### src/rtl/spi_router_pkg.sv
// Shared definitions for the SPI target router: state encoding, parameter ranges and
// the lowest-set-bit helper used by the selector.
package spi_router_pkg;

    localparam logic [1:0] StIdle    = 2'd0;
    localparam logic [1:0] StActive  = 2'd1;
    localparam logic [1:0] StRelease = 2'd2;

    localparam int unsigned NChMin    = 2;
    localparam int unsigned NChMax    = 8;
    localparam int unsigned CsFiltMin = 1;
    localparam int unsigned CsFiltMax = 15;
    localparam int unsigned TurnMax   = 7;

    // Index of the lowest set bit; 0 when the vector is empty.
    function automatic logic [2:0] lowest_set(input logic [NChMax-1:0] v);
        logic [2:0] idx;
        idx = 3'd0;
        for (int i = NChMax - 1; i >= 0; i--) begin
            if (v[i]) idx = 3'(i);
        end
        return idx;
    endfunction

endpackage

### src/rtl/spi_cs_filter.sv
// Per-channel chip-select conditioning: 2-FF synchroniser followed by a low-run counter
// that reports the channel asserted after CsFilt consecutive low samples.
module spi_cs_filter
    import spi_router_pkg::*;
#(
    parameter int unsigned CsFilt = 2
) (
    input  logic clk,
    input  logic rst,
    input  logic cs_n_i,
    output logic cs_sync_o,
    output logic asserted_o
);

    localparam int unsigned CntW = $clog2(CsFiltMax + 1);

    logic [1:0]      sync_q, sync_d;
    logic [CntW-1:0] cnt_q, cnt_d;

    always_comb begin
        sync_d = {sync_q[0], cs_n_i};
        cnt_d  = cnt_q;
        if (sync_q[1]) begin
            cnt_d = '0;
        end else if (cnt_q != CntW'(CsFilt)) begin
            cnt_d = cnt_q + 1'b1;
        end
    end

    // Synchroniser resets to the idle (high) level so reset never looks like a selection.
    always_ff @(posedge clk) begin
        if (rst) begin
            sync_q <= 2'b11;
            cnt_q  <= '0;
        end else begin
            sync_q <= sync_d;
            cnt_q  <= cnt_d;
        end
    end

    assign cs_sync_o  = sync_q[1];
    assign asserted_o = (cnt_q == CntW'(CsFilt));

endmodule

### src/rtl/spi_target_router.sv
// Routes one shared SPI bus to N_CH chip-select-qualified targets through a registered
// selector. Optional conflict event counter enabled by define SPI_ROUTER_ERRCNT_EN.
module spi_target_router
    import spi_router_pkg::*;
#(
    parameter int unsigned N_CH    = 4,
    parameter int unsigned CS_FILT = 2,
    parameter int unsigned TURN    = 1,
    parameter int unsigned CNT_W   = 16
) (
    input  logic             clk,
    input  logic             rst,
    input  logic             spi_sclk,
    input  logic             spi_mosi,
    output logic             spi_miso_o,
    output logic             spi_miso_oe,
    input  logic [N_CH-1:0]  tgt_cs_n,
    output logic [N_CH-1:0]  tgt_mosi,
    input  logic [N_CH-1:0]  tgt_miso,
    output logic [2:0]       active_ch,
    output logic             busy,
    output logic             conflict,
    output logic             frame_done,
`ifdef SPI_ROUTER_ERRCNT_EN
    output logic [7:0]       conflict_cnt,
`endif
    output logic [CNT_W-1:0] frame_bits
);

    logic [N_CH-1:0]   cs_sync;
    logic [N_CH-1:0]   asserted;
    logic [NChMax-1:0] asserted_pad;
    logic [N_CH-1:0]   active_oh;
    logic [N_CH-1:0]   new_assert;
    logic              multi_assert;
    logic              sclk_rise;
    logic              conflict_ev;

    logic [1:0]       state_q, state_d;
    logic [2:0]       active_ch_q, active_ch_d;
    logic             conflict_q, conflict_d;
    logic             frame_done_q, frame_done_d;
    logic [CNT_W-1:0] frame_bits_q, frame_bits_d;
    logic [CNT_W-1:0] bit_cnt_q, bit_cnt_d;
    logic [2:0]       turn_cnt_q, turn_cnt_d;
    logic [N_CH-1:0]  asserted_prev_q, asserted_prev_d;
    logic [2:0]       sclk_sync_q, sclk_sync_d;

    for (genvar g = 0; g < N_CH; g++) begin : g_filter
        spi_cs_filter #(
            .CsFilt (CS_FILT)
        ) u_filter (
            .clk        (clk),
            .rst        (rst),
            .cs_n_i     (tgt_cs_n[g]),
            .cs_sync_o  (cs_sync[g]),
            .asserted_o (asserted[g])
        );
    end

    always_comb begin
        active_oh = '0;
        for (int i = 0; i < N_CH; i++) begin
            active_oh[i] = (active_ch_q == 3'(i));
        end
    end

    assign asserted_pad = NChMax'(asserted);
    assign multi_assert = |(asserted & (asserted - 1'b1));
    // Only a fresh assertion on a non-selected channel counts as a new conflict event.
    assign new_assert   = asserted & ~asserted_prev_q & ~active_oh;
    assign sclk_rise    = sclk_sync_q[1] & ~sclk_sync_q[2];

    always_comb begin
        state_d         = state_q;
        active_ch_d     = active_ch_q;
        frame_done_d    = 1'b0;
        frame_bits_d    = frame_bits_q;
        bit_cnt_d       = bit_cnt_q;
        turn_cnt_d      = turn_cnt_q;
        conflict_ev     = 1'b0;
        asserted_prev_d = asserted;
        sclk_sync_d     = {sclk_sync_q[1:0], spi_sclk};

        case (state_q)
            StIdle: begin
                if (|asserted) begin
                    active_ch_d = lowest_set(asserted_pad);
                    bit_cnt_d   = '0;
                    state_d     = StActive;
                    conflict_ev = multi_assert;
                end
            end
            StActive: begin
                if (sclk_rise && (bit_cnt_q != '1)) begin
                    bit_cnt_d = bit_cnt_q + 1'b1;
                end
                conflict_ev = |new_assert;
                if (|(cs_sync & active_oh)) begin
                    state_d      = StRelease;
                    frame_bits_d = bit_cnt_q;
                    frame_done_d = 1'b1;
                    turn_cnt_d   = '0;
                end
            end
            StRelease: begin
                // TURN=0 still spends one cycle here.
                if (32'(turn_cnt_q) + 32'd1 >= TURN) begin
                    state_d = StIdle;
                end else begin
                    turn_cnt_d = turn_cnt_q + 1'b1;
                end
            end
            default: state_d = StIdle;
        endcase

        conflict_d = conflict_q | conflict_ev;
    end

    always_ff @(posedge clk) begin
        if (rst) begin
            state_q         <= StIdle;
            active_ch_q     <= '0;
            conflict_q      <= 1'b0;
            frame_done_q    <= 1'b0;
            frame_bits_q    <= '0;
            bit_cnt_q       <= '0;
            turn_cnt_q      <= '0;
            asserted_prev_q <= '0;
            sclk_sync_q     <= '0;
        end else begin
            state_q         <= state_d;
            active_ch_q     <= active_ch_d;
            conflict_q      <= conflict_d;
            frame_done_q    <= frame_done_d;
            frame_bits_q    <= frame_bits_d;
            bit_cnt_q       <= bit_cnt_d;
            turn_cnt_q      <= turn_cnt_d;
            asserted_prev_q <= asserted_prev_d;
            sclk_sync_q     <= sclk_sync_d;
        end
    end

`ifdef SPI_ROUTER_ERRCNT_EN
    logic [7:0] err_cnt_q, err_cnt_d;

    always_comb begin
        err_cnt_d = err_cnt_q;
        if (conflict_ev && (err_cnt_q != 8'hFF)) begin
            err_cnt_d = err_cnt_q + 8'd1;
        end
    end

    always_ff @(posedge clk) begin
        if (rst) begin
            err_cnt_q <= '0;
        end else begin
            err_cnt_q <= err_cnt_d;
        end
    end

    assign conflict_cnt = err_cnt_q;
`endif

    assign busy        = (state_q == StActive);
    assign spi_miso_oe = busy;
    assign spi_miso_o  = busy & |(tgt_miso & active_oh);
    assign tgt_mosi    = busy ? (active_oh & {N_CH{spi_mosi}}) : '0;
    assign active_ch   = active_ch_q;
    assign conflict    = conflict_q;
    assign frame_done  = frame_done_q;
    assign frame_bits  = frame_bits_q;

endmodule

### config.mk
export PLATFORM = sky130hd
export DESIGN_NAME = spi_target_router
export DESIGN_NICKNAME = d
export VERILOG_FILES = /design/src/rtl/spi_router_pkg.sv /design/src/rtl/spi_cs_filter.sv /design/src/rtl/spi_target_router.sv
export SDC_FILE = /design/constraint.sdc
export NUM_CORES = 1
export LEC_CHECK = 0
export ABC_AREA = 1
export BUFFER_PORTS_ARGS = -buffer_cell sky130_fd_sc_hd__buf_2
export CELL_PAD_IN_SITES_DETAIL_PLACEMENT = 2
export CELL_PAD_IN_SITES_GLOBAL_PLACEMENT = 2
export CORE_MARGIN = 4
export CORE_UTILIZATION = 35
export CTS_CLUSTER_DIAMETER = 200
export DETAILED_ROUTE_END_ITERATION = 7
export GPL_TIMING_DRIVEN = 0
export PLACE_DENSITY_LB_ADDON = 0.1
export SETUP_SLACK_MARGIN = 0.4
export SYNTH_ARGS = -nofsm -noshare
export SYNTH_HDL_FRONTEND = slang
export SYNTH_HIERARCHICAL = 1
export SYNTH_SLANG_ARGS = --single-unit
### constraint.sdc
create_clock -name clk -period 4.4 [get_ports clk]
set_input_delay 0.22 -clock clk [delete_from_list [all_inputs] [get_ports clk]]
set_output_delay 0.22 -clock clk [all_outputs]
set_load 0.01 [all_outputs]
### After elaboration in Yosys (flattened, before gate mapping)

Cells that the tools add are included.

* add/sub/neg operators: 8
* $lt $le $gt $ge: 1
* equality and inequality tests: 19
* multiplexer cells: 18
* bitwise operators: 13
* reduce and logical (&&, ||, !) cells: 20

Operators with widths (number)
* 16-bit 2-to-1 mux: 2
* 16-bit case mux with 2 select lines: 1
* 4-bit AND: 6
* 4-bit OR reduction: 5
* 16-bit by 1-bit adder with 16-bit output (second input constant): 1
* 4-bit by 1-bit adder with 4-bit output (second input constant): 4
* 4-bit by 2-bit == test with 1-bit output (second input constant): 4
* 16-bit inequality test (second input constant): 1
* 4-bit by 2-bit inequality test with 1-bit output (second input constant): 4
* 3-bit 2-to-1 mux: 5
* 2-bit OR reduction: 5
* 3-bit AND reduction: 3
* 2-bit 2-to-1 mux: 4
* 4-bit inverter: 2
* 3-bit by 2-bit == test with 1-bit output (second input constant): 2
* 2-bit inequality test (second input constant): 3
* 2-bit case mux with 3 select lines: 1
* 3-bit case mux with 2 select lines: 1
* 3-bit by 1-bit adder with 4-bit output (second input constant): 1
* 4-bit by 1-bit greater-or-equal comparator with 1-bit output (second input constant): 1
* 4-bit 2-to-1 mux: 1
* 2-bit by 1-bit inequality test with 1-bit output (second input constant): 2
* 2-bit AND reduction: 2
* 2-bit nonzero test: 2
* other kinds (13): 16

* register bits after elaboration: 73
* bits of input ports: 12
* output and inout bits: 28
* word-level logic and storage cells: 96

### Logic depth before layout (Yosys ltp)

Gate-level depths: netlist of the first run.

* depth after elaboration: 7
* gate-level depth with buffers: 13
* depth with buffers taken out: 12

### Cells and area by module

Netlist of the first run, hierarchy kept.

By module, submodules not included
* spi_target_router: times used 1, cells each 346, area each 2349.8 um^2, seq. area each 960.9 um^2
* spi_cs_filter: times used 4, cells each 32, area each 271.5 um^2, seq. area each 120.1 um^2

### Worst setup path after synthesis of the first run

Ideal clock, no wire load.

* path kind: reg2reg
* start: register g_filter[3].u_filter.cnt_q[0]
* end: register bit_cnt_q[14]
* setup time: 0.114 ns
* data arrival time: 1.583 ns
* required time: 4.286 ns
* slack: 2.704 ns
* stages on the path, launching flop included: 12
* period minus slack after synthesis: 1.696 ns
* cells stage by stage: dfxtp_1 > inv_1 > ha_1 > nand2_2 > inv_1 > inv_1 > nand2_1 > o21ai_2 > nand2_1 > buf_2 > a21oi_1 > nor2_1

* word-level cells in the longest chain between the ends: 4

Ends and longest elaborated chain
* start, declared: line spi_cs_filter.sv:18 `logic [CntW-1:0] cnt_q, cnt_d;`
* start signal, assigned: line spi_cs_filter.sv:37 `cnt_q <= cnt_d;`
* 4-bit by 2-bit == test with 1-bit output: line spi_cs_filter.sv:42 `assign asserted_o = (cnt_q == CntW'(CsFilt));`
* net asserted[3]: line spi_target_router.sv:31 `logic [N_CH-1:0] asserted;`
* 4-bit OR reduction: line spi_target_router.sv:87 `if (|asserted) begin`
* 2-bit inequality test (no source line)
* 3-bit AND reduction (no source line)
* end signal, assigned: line spi_target_router.sv:137 `bit_cnt_q <= bit_cnt_d;`
* end, declared: line spi_target_router.sv:44 `logic [CNT_W-1:0] bit_cnt_q, bit_cnt_d;`

The timed path passes the listed nets, and every way through them passes these cells.
A chain may end at the register's enable or synchronous reset.

### Worst setup path after layout of the first run

* start: register g_filter[3].u_filter.cnt_q[0]
* end: register bit_cnt_q[9]

The elaborated chain is that of the path after synthesis.

==> impl_metrics.ini, run 1 <==
[outcome]
status = finished, final reports clean

[detailed_routing]
via_count = 3247
ant_nets = 0
detail_route.wl_per_cell_um = 14.88
drt-initial-drc-count = 65
finalWirelength_mm = 9.763
drc = 0
viasPerCell = 4.950
drt-pass1-iter-count = 4

[die]
start_util_pct = 36.49
chipHeight_um = 107.1
core_area_um2 = 9415
std_cell_rows = 35
dieArea_um2 = 11470
io_pins = 40
fp.dieW_um = 107.1

[final_layout]
layout_common_cells = nand2_1 (94), nor2_1 (84), dfxtp_1 (72), inv_1 (49), buf_2 (42)
fill_cells = 1168
areaGrowthSynthToFinish_pct = 15.26
utilization_pct = 42.06
antenna_cells = 0
drive_above_1_share_pct = 17.84
final_common_cell = nand2_1
nets = 546

[timing]
worst_slew_pin_slew_ns = 0.6106
period_minus_slack_ns = 2.131
setup_viol = 0
rsz0062_at_grt = no
timing.fmax_mhz = 469.3
slew_headroom_pct = 59.29
fin_skew_ns = 0.007108
tns_ns = 0
drv_slew = 0
timing.final.crit_share_pct = 48.43
finalHoldViolations = 0

[global_route]
first_global_vias = 3527
grt_use_total_pct = 18.02
antenna_found_initial = 0
grt_pass1_wl_mm = 16.66
grt_max_degree = 14
overflow = 0

[placed_design]
place_congestion = 0.8720
io_buffers = 38
dp_hpwl_mm = 7.618

[logic_synthesis]
synth_nets = 497
yosys_warnings = 6
ys_seq_area_share_pct = 41.95
yosys.cell_types.count = 34
avgSynthCellArea_um2 = 7.249
synth_flop_cell = dfxtp_1
syn_inst = 474
syn_area_um2 = 3436
synth_edf_count = 0
ys_async_sr_fraction_pct = 0
ys_seq_elements = 72

[pwr]
leakagePower_nw = 1.660
p_sw_mw = 0.2724
seqPwrFrac_pct = 56.3
ir_drop_mv = 0.1355
sw_frac_of_total_pct = 23.10
clkPwrFrac_pct = 39.9
combPwrFrac_pct = 3.9
p_int_mw = 0.9065
p_per_area_nw_per_um2 = 297.7

[clocking]
cts_resized = 0
cts_buffer_depth = 2
cts_tree = built
cts_sinks = 72
cts_buffers = 9
root_buffer = clkbuf_8
clk_latency_ns = 0.34
clk_pin_slew_ns = 0.07
cts_max_level = 3
holdBufCountCts = 0
post_cts_buffers = 0

[critical_path]
cp_max_fo = 10
cp.required_ns = 4.66
path_class = reg2reg
arrival_ns = 2.39
crit_path_start = g_filter[3].u_filter/cnt_q[0]
setup.worst_path.end_class = flop
r2r-start = g_filter[3].u_filter/cnt_q[0]
startpoint_type = flop

[run]
max_cap_viol_count = 0

[worst_hold_path]
hold_path_class = in2reg
hold_start = tgt_cs_n[0]
==> power by group through the flow <==
stage          logic, mW  clock network [mW]  registers, mW
3_5_place_dp      0.0465                   0          0.678
2_1_floorplan     0.0272                   0          0.678
6_report          0.0455               0.470          0.663
4_1_cts           0.0467               0.488          0.663
3_3_place_gp      0.0449                   0          0.678
5_1_grt           0.0520               0.517          0.664
==> Yosys cell counts, types with 4 or more instances <==
cell type	count	area share, %
nor2_4	6	2.0
a21oi_2	5	1.3
a21oi_1	28	4.1
a21boi_0	4	0.87
nand4_1	12	2.2
xnor2_1	6	1.5
or2_2	8	1.5
buf_6	4	1.3
buf_2	4	0.58
nand3_1	34	5.0
clkbuf_1	4	0.44
nand2_2	5	0.91
nor2_1	84	9.2
o21ai_0	15	2.2
dfxtp_1	72	42
ha_1	11	4.0
inv_1	49	5.4
nand2_1	94	10
o21ai_1	4	0.58
==> state kept, by name, indices dropped and copies added (netlist names) <==
register,flops
frame_bits,16
turn_cnt_q,3
state_q,2
sclk_sync_q,3
bit_cnt_q,16
conflict,1
asserted_prev_q,4
g_filter.u_filter/cnt_q,16
active_ch,2
g_filter.u_filter/sync_q,8
frame_done,1
==> per-stage QoR <==
stage | setup WS [ns] | hold WS, ns | std cells | cell area [um^2] | total power, mW
2_1_floorplan | 2.704 | 0.3238 | 474 | 3436 | 0.7055
3_3_place_gp | 2.403 | 0.3906 | 641 | 3787 | 0.7228
3_5_place_dp | 2.330 | 0.3974 | 641 | 3787 | 0.7249
4_1_cts | 2.254 | 0.04177 | 656 | 3960 | 1.198
5_1_grt | 2.018 | 0.05294 | 656 | 3960 | 1.233
6_report | 2.269 | 0.05610 | 656 | 3960 | 1.179
==> critical path, cell delays in order (launching register included) <==
cell and delay (ns):
dfxtp_1 0.39, inv_1 0.10, ha_1 0.27, nand2_2 0.10
inv_1 0.08, inv_1 0.09, nand2_1 0.10, o21ai_2 0.29
buf_2 0.32, nand3_1 0.13, a21oi_1 0.18
==> layer usage <==
layer	global-route usage, %	wire (um)	up-vias
met2	34.09	5186	38
li1	-	-	1603
met1	21.00	4271	1598
met3	3.131	232	8
met4	3.836	74	0
met5	0	0	-
==> path summary, 6_finish.rpt <==
check / slack, ns / cells after the start / to
setup reg to reg: 2.27 / 10 / bit_cnt_q[9]
setup / recovery: 2.27 / 10 / bit_cnt_q[9]
hold / removal: 0.06 / 2 / g_filter[0].u_filter/sync_q[0]
hold reg to reg: 0.41 / 1 / g_filter[3].u_filter/sync_q[1]
==> cell families after synthesis <==
kind of cell | count (synthesis) | synth area share, %
flip-flops | 72 | 41.95
AND/OR/NAND/NOR | 250 | 32.16
buffers and inverters | 67 | 8.667
XOR/XNOR | 8 | 2.039
other | 1 | 0.1091
AO/OA/AOI/OAI | 65 | 11.07
adder cells (fa/ha/maj) | 11 | 4.006
==> final cells by class <==
cell class                      instances  area, um^2  area share, %
Clock inverter                          3       17.52         0.4423
Tap cell                              129       161.4          4.076
Buffer                                 15       102.6          2.591
Inverter                               52       195.2          4.929
Multi-Input combinational cell        335        1697          42.84
Clock buffer                           12       155.1          3.918
Timing Repair Buffer                   38       190.2          4.803
Sequential cell                        72        1441          36.40
(Power assumes the default switching activity.)
==> inputs of run 2 (changes only) <==
--- a/config.mk
+++ b/config.mk
@@ -10,7 +10,7 @@
 export CELL_PAD_IN_SITES_DETAIL_PLACEMENT = 2
 export CELL_PAD_IN_SITES_GLOBAL_PLACEMENT = 2
 export CORE_MARGIN = 4
-export CORE_UTILIZATION = 35
+export CORE_UTILIZATION = 30
 export CTS_CLUSTER_DIAMETER = 200
 export DETAILED_ROUTE_END_ITERATION = 7
 export GPL_TIMING_DRIVEN = 0
==> constraint.sdc (replaced) <==
create_clock -name clk -period 1.85 [get_ports clk]
set_input_delay 0.0925 -clock clk [delete_from_list [all_inputs] [get_ports clk]]
set_output_delay 0.0925 -clock clk [all_outputs]
set_load 0.01 [all_outputs]
==> run 2 against run 1 <==
Net effect:
- fmax is 23% higher
- via count increased by 12%
- non-clock buffer count up 65
- power increased to 2.9 times the previous value
==> impl_metrics.ini, run 2 (same netlist as run 1, synthesis figures left out) <==
[global_route]
grt_max_degree = 14
first_global_vias = 4007
antenna_found_initial = 0
grt_pass1_wl_mm = 20.88
overflow = 0
grt_use_total_pct = 20.55

[critical_path]
crit_top_cell = inv_2
cp_max_fo = 5
path_cells = inv_2, ha_4, nand2_4, inv_4, nor2_4, inv_2, o21ai_4, buf_6, buf_12, buf_8, nor2_2, a211oi_2
slowest_delay_ns = 0.33
cp.required_ns = 2.09
arrival_ns = 1.97
critical-path-slowest-cell = dfxtp_2
startpoint_type = flop
setup.worst_path.end_class = flop
path_class = reg2reg

[pwr]
p_sw_mw = 0.8287
p_per_area_nw_per_um2 = 631.3
combPwrFrac_pct = 5.7
ir_drop_mv = 0.4647
leakagePower_nw = 2.198
sw_frac_of_total_pct = 24.29
p_int_mw = 2.583
clkPwrFrac_pct = 48.2
seqPwrFrac_pct = 46.1

[outcome]
status = finished, final reports clean

[clocking]
cts_sinks = 72
cts_max_level = 3
clk_pin_slew_ns = 0.06
cts_buffer_depth = 2
root_buffer = clkbuf_16
cts_buffers = 9
cts_tree = built
clk_latency_ns = 0.34

[placed_design]
place_congestion = 0.8274
dp_hpwl_mm = 7.980
io_buffers = 38
dp.cells = 652

[final_layout]
antenna_cells = 0
nets = 611
layout_common_cells = nand2_1 (76), nor2_1 (67), dfxtp_1 (49), buf_4 (43), buf_2 (37)
areaGrowthSynthToFinish_pct = 57.28
stdcell_count = 733
final_common_cell = nand2_1
fill_cells = 1206
drive_above_1_share_pct = 46.71

[timing]
drv_slew = 0
slew_headroom_pct = 42.40
hold-worst-slack_ns = 0.1877
setup_viol = 0
worst_slew_pin_slew_ns = 0.8640
timing.fmax_mhz = 577.5
period_minus_slack_ns = 1.732
finalHoldViolations = 0
rsz0062_at_grt = yes
timing.final.crit_share_pct = 93.60
fin_skew_ns = 0.009069

[die]
core_area_um2 = 11030
dieArea_um2 = 13230
chipHeight_um = 115.0
start_util_pct = 31.15
io_pins = 40
std_cell_rows = 38
fp.dieW_um = 115.0

[worst_hold_path]
hold_path_class = in2reg

[detailed_routing]
drt-initial-drc-count = 129
drt-pass1-iter-count = 4
viasPerCell = 4.971
via_count = 3644
detail_route.wl_per_cell_um = 19.94
finalWirelength_mm = 14.62
drc = 0
ant_nets = 0

[run]
max_cap_viol_count = 0
run 2: changes by cell type in the layout (fill, tap and decap cells not counted), sizes merged:
cell and delta:
dlygate4sd3 +5, clkinv +2, inv -1, buf +60
run 2: power by group through the flow:
| stage | sequential, mW | combinational (mW) | clock [mW] |
|---|---|---|---|
| floorplan | 1.61 | 0.0671 | 0 |
| global placement | 1.61 | 0.112 | 0 |
| detailed placement | 1.62 | 0.116 | 0 |
| CTS | 1.58 | 0.171 | 1.67 |
| global route | 1.57 | 0.212 | 1.73 |
| finish | 1.57 | 0.194 | 1.65 |
run 2: area by class of cell:
cell class | count | area, um^2 | share of cell area [%]
multi-input cells | 335 | 2175 | 40.24
flip-flops and latches | 72 | 1490 | 27.58
repair buffers | 103 | 909.6 | 16.83
clock buffers | 12 | 246.5 | 4.561
inverters | 52 | 219.0 | 4.052
well taps | 140 | 175.2 | 3.241
plain buffers | 15 | 168.9 | 3.126
clock inverters | 4 | 20.02 | 0.3705
run 2: worst paths after layout:
check / slack, ns / cells after the start / from / endpoint
setup / recovery: 0.12 / 12 / g_filter[1].u_filter/cnt_q[0] / active_ch[0]
hold / removal: 0.19 / 2 / rst / g_filter[0].u_filter/sync_q[1]
setup reg to reg: 0.12 / 12 / g_filter[1].u_filter/cnt_q[0] / active_ch[0]
hold reg to reg: 0.41 / 1 / g_filter[0].u_filter/sync_q[0] / g_filter[0].u_filter/sync_q[1]
run 2: timing repair:
item | 4_1_cts | 5_1_grt
gates resized for setup | 116 | 77
cloned | 6 | 0
pin swaps | 23 | 37
endpoints found under the setup margin | 47 | 47
buffers inserted | 42 | 12
hold buffers | 5 | 0
endpoints found under the hold margin | 5 | 0
run 2: through the flow:
stage | setup slack, ns | power (mW) | TNS (ns) | instance area [um^2] | util, %
after detailed placement | -0.0007954 | 1.732 | -0.0007954 | 3859 | 34.98
after floorplan | 0.3611 | 1.681 | 0 | 3493 | -
after CTS | 0.2367 | 3.416 | 0 | 5036 | 45.66
final | 0.1184 | 3.411 | 0 | 5404 | 48.99
after global routing | 0.04865 | 3.519 | 0 | 5404 | 48.99
after global placement | 0.05052 | 1.726 | 0 | 3859 | 34.98
run 2: critical path: cells and delay by family, from the launching register on:
kind | cells | cell delay (ns)
AO/OA/AOI/OAI | 2 | 0.40
adder cells (fa/ha/maj) | 1 | 0.16
buffers and inverters | 6 | 0.52
flip-flops | 1 | 0.33
AND/OR/NAND/NOR | 3 | 0.22
run 2: layer usage:
metal / wire (um) / vias up / share of wire (%) / track usage [%]
met2: 7940 / 56 / 54 / 39.16
met4: 302 / 0 / 2.1 / 7.355
met1: 6034 / 1822 / 41 / 23.22
li1: - / 1748 / - / -
met3: 342 / 18 / 2.3 / 2.579
met5: 0 / - / 0 / 0
==> inputs of run 3 (changes only) <==
--- a/config.mk
+++ b/config.mk
@@ -15,6 +15,7 @@
 export DETAILED_ROUTE_END_ITERATION = 7
 export GPL_TIMING_DRIVEN = 0
 export PLACE_DENSITY_LB_ADDON = 0.1
+export RECOVER_POWER = 25
 export SETUP_SLACK_MARGIN = 0.4
 export SYNTH_ARGS = -nofsm -noshare
 export SYNTH_HDL_FRONTEND = slang
==> run 3 against run 2 <==
Net effect:
- register-to-register slack worse by 0.03 ns
- highest routed layer unchanged
- largest power group unchanged
- cell area decreased by 0.39%
- die area unchanged
- first-iteration DRC count up 8.5%
- worst setup slack lost 0.028 ns
- combinational power barely moved
- critical path type unchanged
- clock-buffer cell count did not move
==> impl_metrics.ini, run 3 (same netlist as run 1, synthesis figures left out) <==
[die]
core_area_um2 = 11030
std_cell_rows = 38
chipHeight_um = 115.0
fp.dieW_um = 115.0
start_util_pct = 31.15
io_pins = 40
dieArea_um2 = 13230

[detailed_routing]
via_count = 3641
viasPerCell = 4.967
finalWirelength_mm = 14.64
detail_route.wl_per_cell_um = 19.98
drt-initial-drc-count = 140
drc = 0
ant_nets = 0
drt-pass1-iter-count = 4

[global_route]
grt_max_degree = 14
first_global_vias = 4007
antenna_found_initial = 0
grt_use_total_pct = 20.55
overflow = 0
grt_pass1_wl_mm = 20.88

[timing]
timing.fmax_mhz = 568.2
rsz0062_at_grt = yes
period_minus_slack_ns = 1.760
worst_slew_pin_slew_ns = 0.8419
tns_ns = 0
slew_headroom_pct = 43.88
finalWorstSetupSlack_ns = 0.08995
setup_viol = 0
timing.final.crit_share_pct = 95.14
fin_skew_ns = 0.008505
finalHoldViolations = 0
drv_slew = 0

[clocking]
cts_buffers = 9
root_buffer = clkbuf_16
cts_buffer_depth = 2
clk_pin_slew_ns = 0.06
clk_latency_ns = 0.34
cts_max_level = 3
cts_sinks = 72
cts_tree = built

[critical_path]
startpoint_type = flop
cp_max_fo = 5
setup.worst_path.end_class = flop
cp.required_ns = 2.09
arrival_ns = 2.00
path_class = reg2reg

[placed_design]
place_congestion = 0.8274
dp_hpwl_mm = 7.980
dp.cells = 652
place_ws_ns = -0.0007954
io_buffers = 38
placedInstanceArea_um2 = 3859

[final_layout]
antenna_cells = 0
fill_cells = 1213
utilization_pct = 48.80
areaGrowthSynthToFinish_pct = 56.66
final_common_cell = nand2_1
layout_common_cells = nand2_1 (76), nor2_1 (67), dfxtp_1 (50), buf_4 (43), inv_1 (34)
stdcell_count = 733
nets = 611
finalInstanceArea_um2 = 5383
drive_above_1_share_pct = 44.18

[pwr]
seqPwrFrac_pct = 46.1
p_int_mw = 2.582
leakagePower_nw = 2.140
combPwrFrac_pct = 5.7
ir_drop_mv = 0.4694
p_per_area_nw_per_um2 = 632.7
sw_frac_of_total_pct = 24.20
clkPwrFrac_pct = 48.2
p_sw_mw = 0.8241

[run]
max_cap_viol_count = 0

[worst_hold_path]
hold_path_class = in2reg

[outcome]
status = finished, final reports clean
## run 3: cell types whose count changed in the layout (fill, tap and decap cells not counted), sizes merged
cell	delta
buf	-13
clkbuf	+13
## run 3: path summary, 6_finish.rpt
| path | startpoint | endpoint | slack, ns | cells after the start |
|---|---|---|---|---|
| max | g_filter[3].u_filter/cnt_q[0] | active_ch[0] | 0.09 | 12 |
| max reg2reg | g_filter[3].u_filter/cnt_q[0] | active_ch[0] | 0.09 | 12 |
| min | rst | g_filter[0].u_filter/sync_q[1] | 0.19 | 2 |
| min reg2reg | g_filter[0].u_filter/sync_q[0] | g_filter[0].u_filter/sync_q[1] | 0.41 | 1 |
## run 3: timing repair
item | CTS | global route
buffers inserted | 42 | 12
hold endpoints to repair | 5 | 0
pin swaps | 23 | 37
endpoints found under the setup margin | 47 | 47
cloned | 6 | 0
hold buffers | 5 | 0
gates resized for setup | 116 | 77
## run 3: power by group through the flow
stage,logic (mW),clock network [mW],registers (mW)
4_1_cts,0.171,1.67,1.58
3_5_place_dp,0.116,0,1.62
5_1_grt,0.211,1.73,1.57
6_report,0.193,1.64,1.57
2_1_floorplan,0.0671,0,1.61
3_3_place_gp,0.112,0,1.61
## run 3: cell type report
type | count | area, um^2 | share of cell area [%]
plain buffers | 15 | 168.9 | 3.138
clock buffers | 12 | 246.5 | 4.579
clock inverters | 4 | 20.02 | 0.3719
inverters | 52 | 219.0 | 4.068
multi-input cells | 335 | 2171 | 40.33
flip-flops and latches | 72 | 1489 | 27.66
well taps | 140 | 175.2 | 3.254
repair buffers | 103 | 893.4 | 16.60
## run 3: critical path, stage by stage (launching register included)
cell and delay (ns):
dfxtp_1 0.36, inv_2 0.07, ha_4 0.16, nand2_2 0.08, inv_2 0.06, inv_2 0.08
nand2_4 0.07, o21ai_4 0.15, buf_6 0.14, buf_12 0.10, buf_8 0.12, nor2_2 0.04
a211oi_2 0.22
## run 3: stage by stage
step | total power, mW | hold WS (ns)
after floorplan | 1.681 | 0.1963
after global placement | 1.726 | 0.2749
after detailed placement | 1.732 | 0.2846
after CTS | 3.416 | 0.1760
after global routing | 3.518 | 0.2112
final | 3.406 | 0.1926
## run 3: metal layers
| metal | track usage (%) | vias up | share of wire (%) |
|---|---|---|---|
| li1 | - | 1746 | - |
| met1 | 23.22 | 1828 | 41 |
| met2 | 39.16 | 51 | 54 |
| met3 | 2.579 | 16 | 2.2 |
| met4 | 7.355 | 0 | 2.0 |
| met5 | 0 | - | 0 |
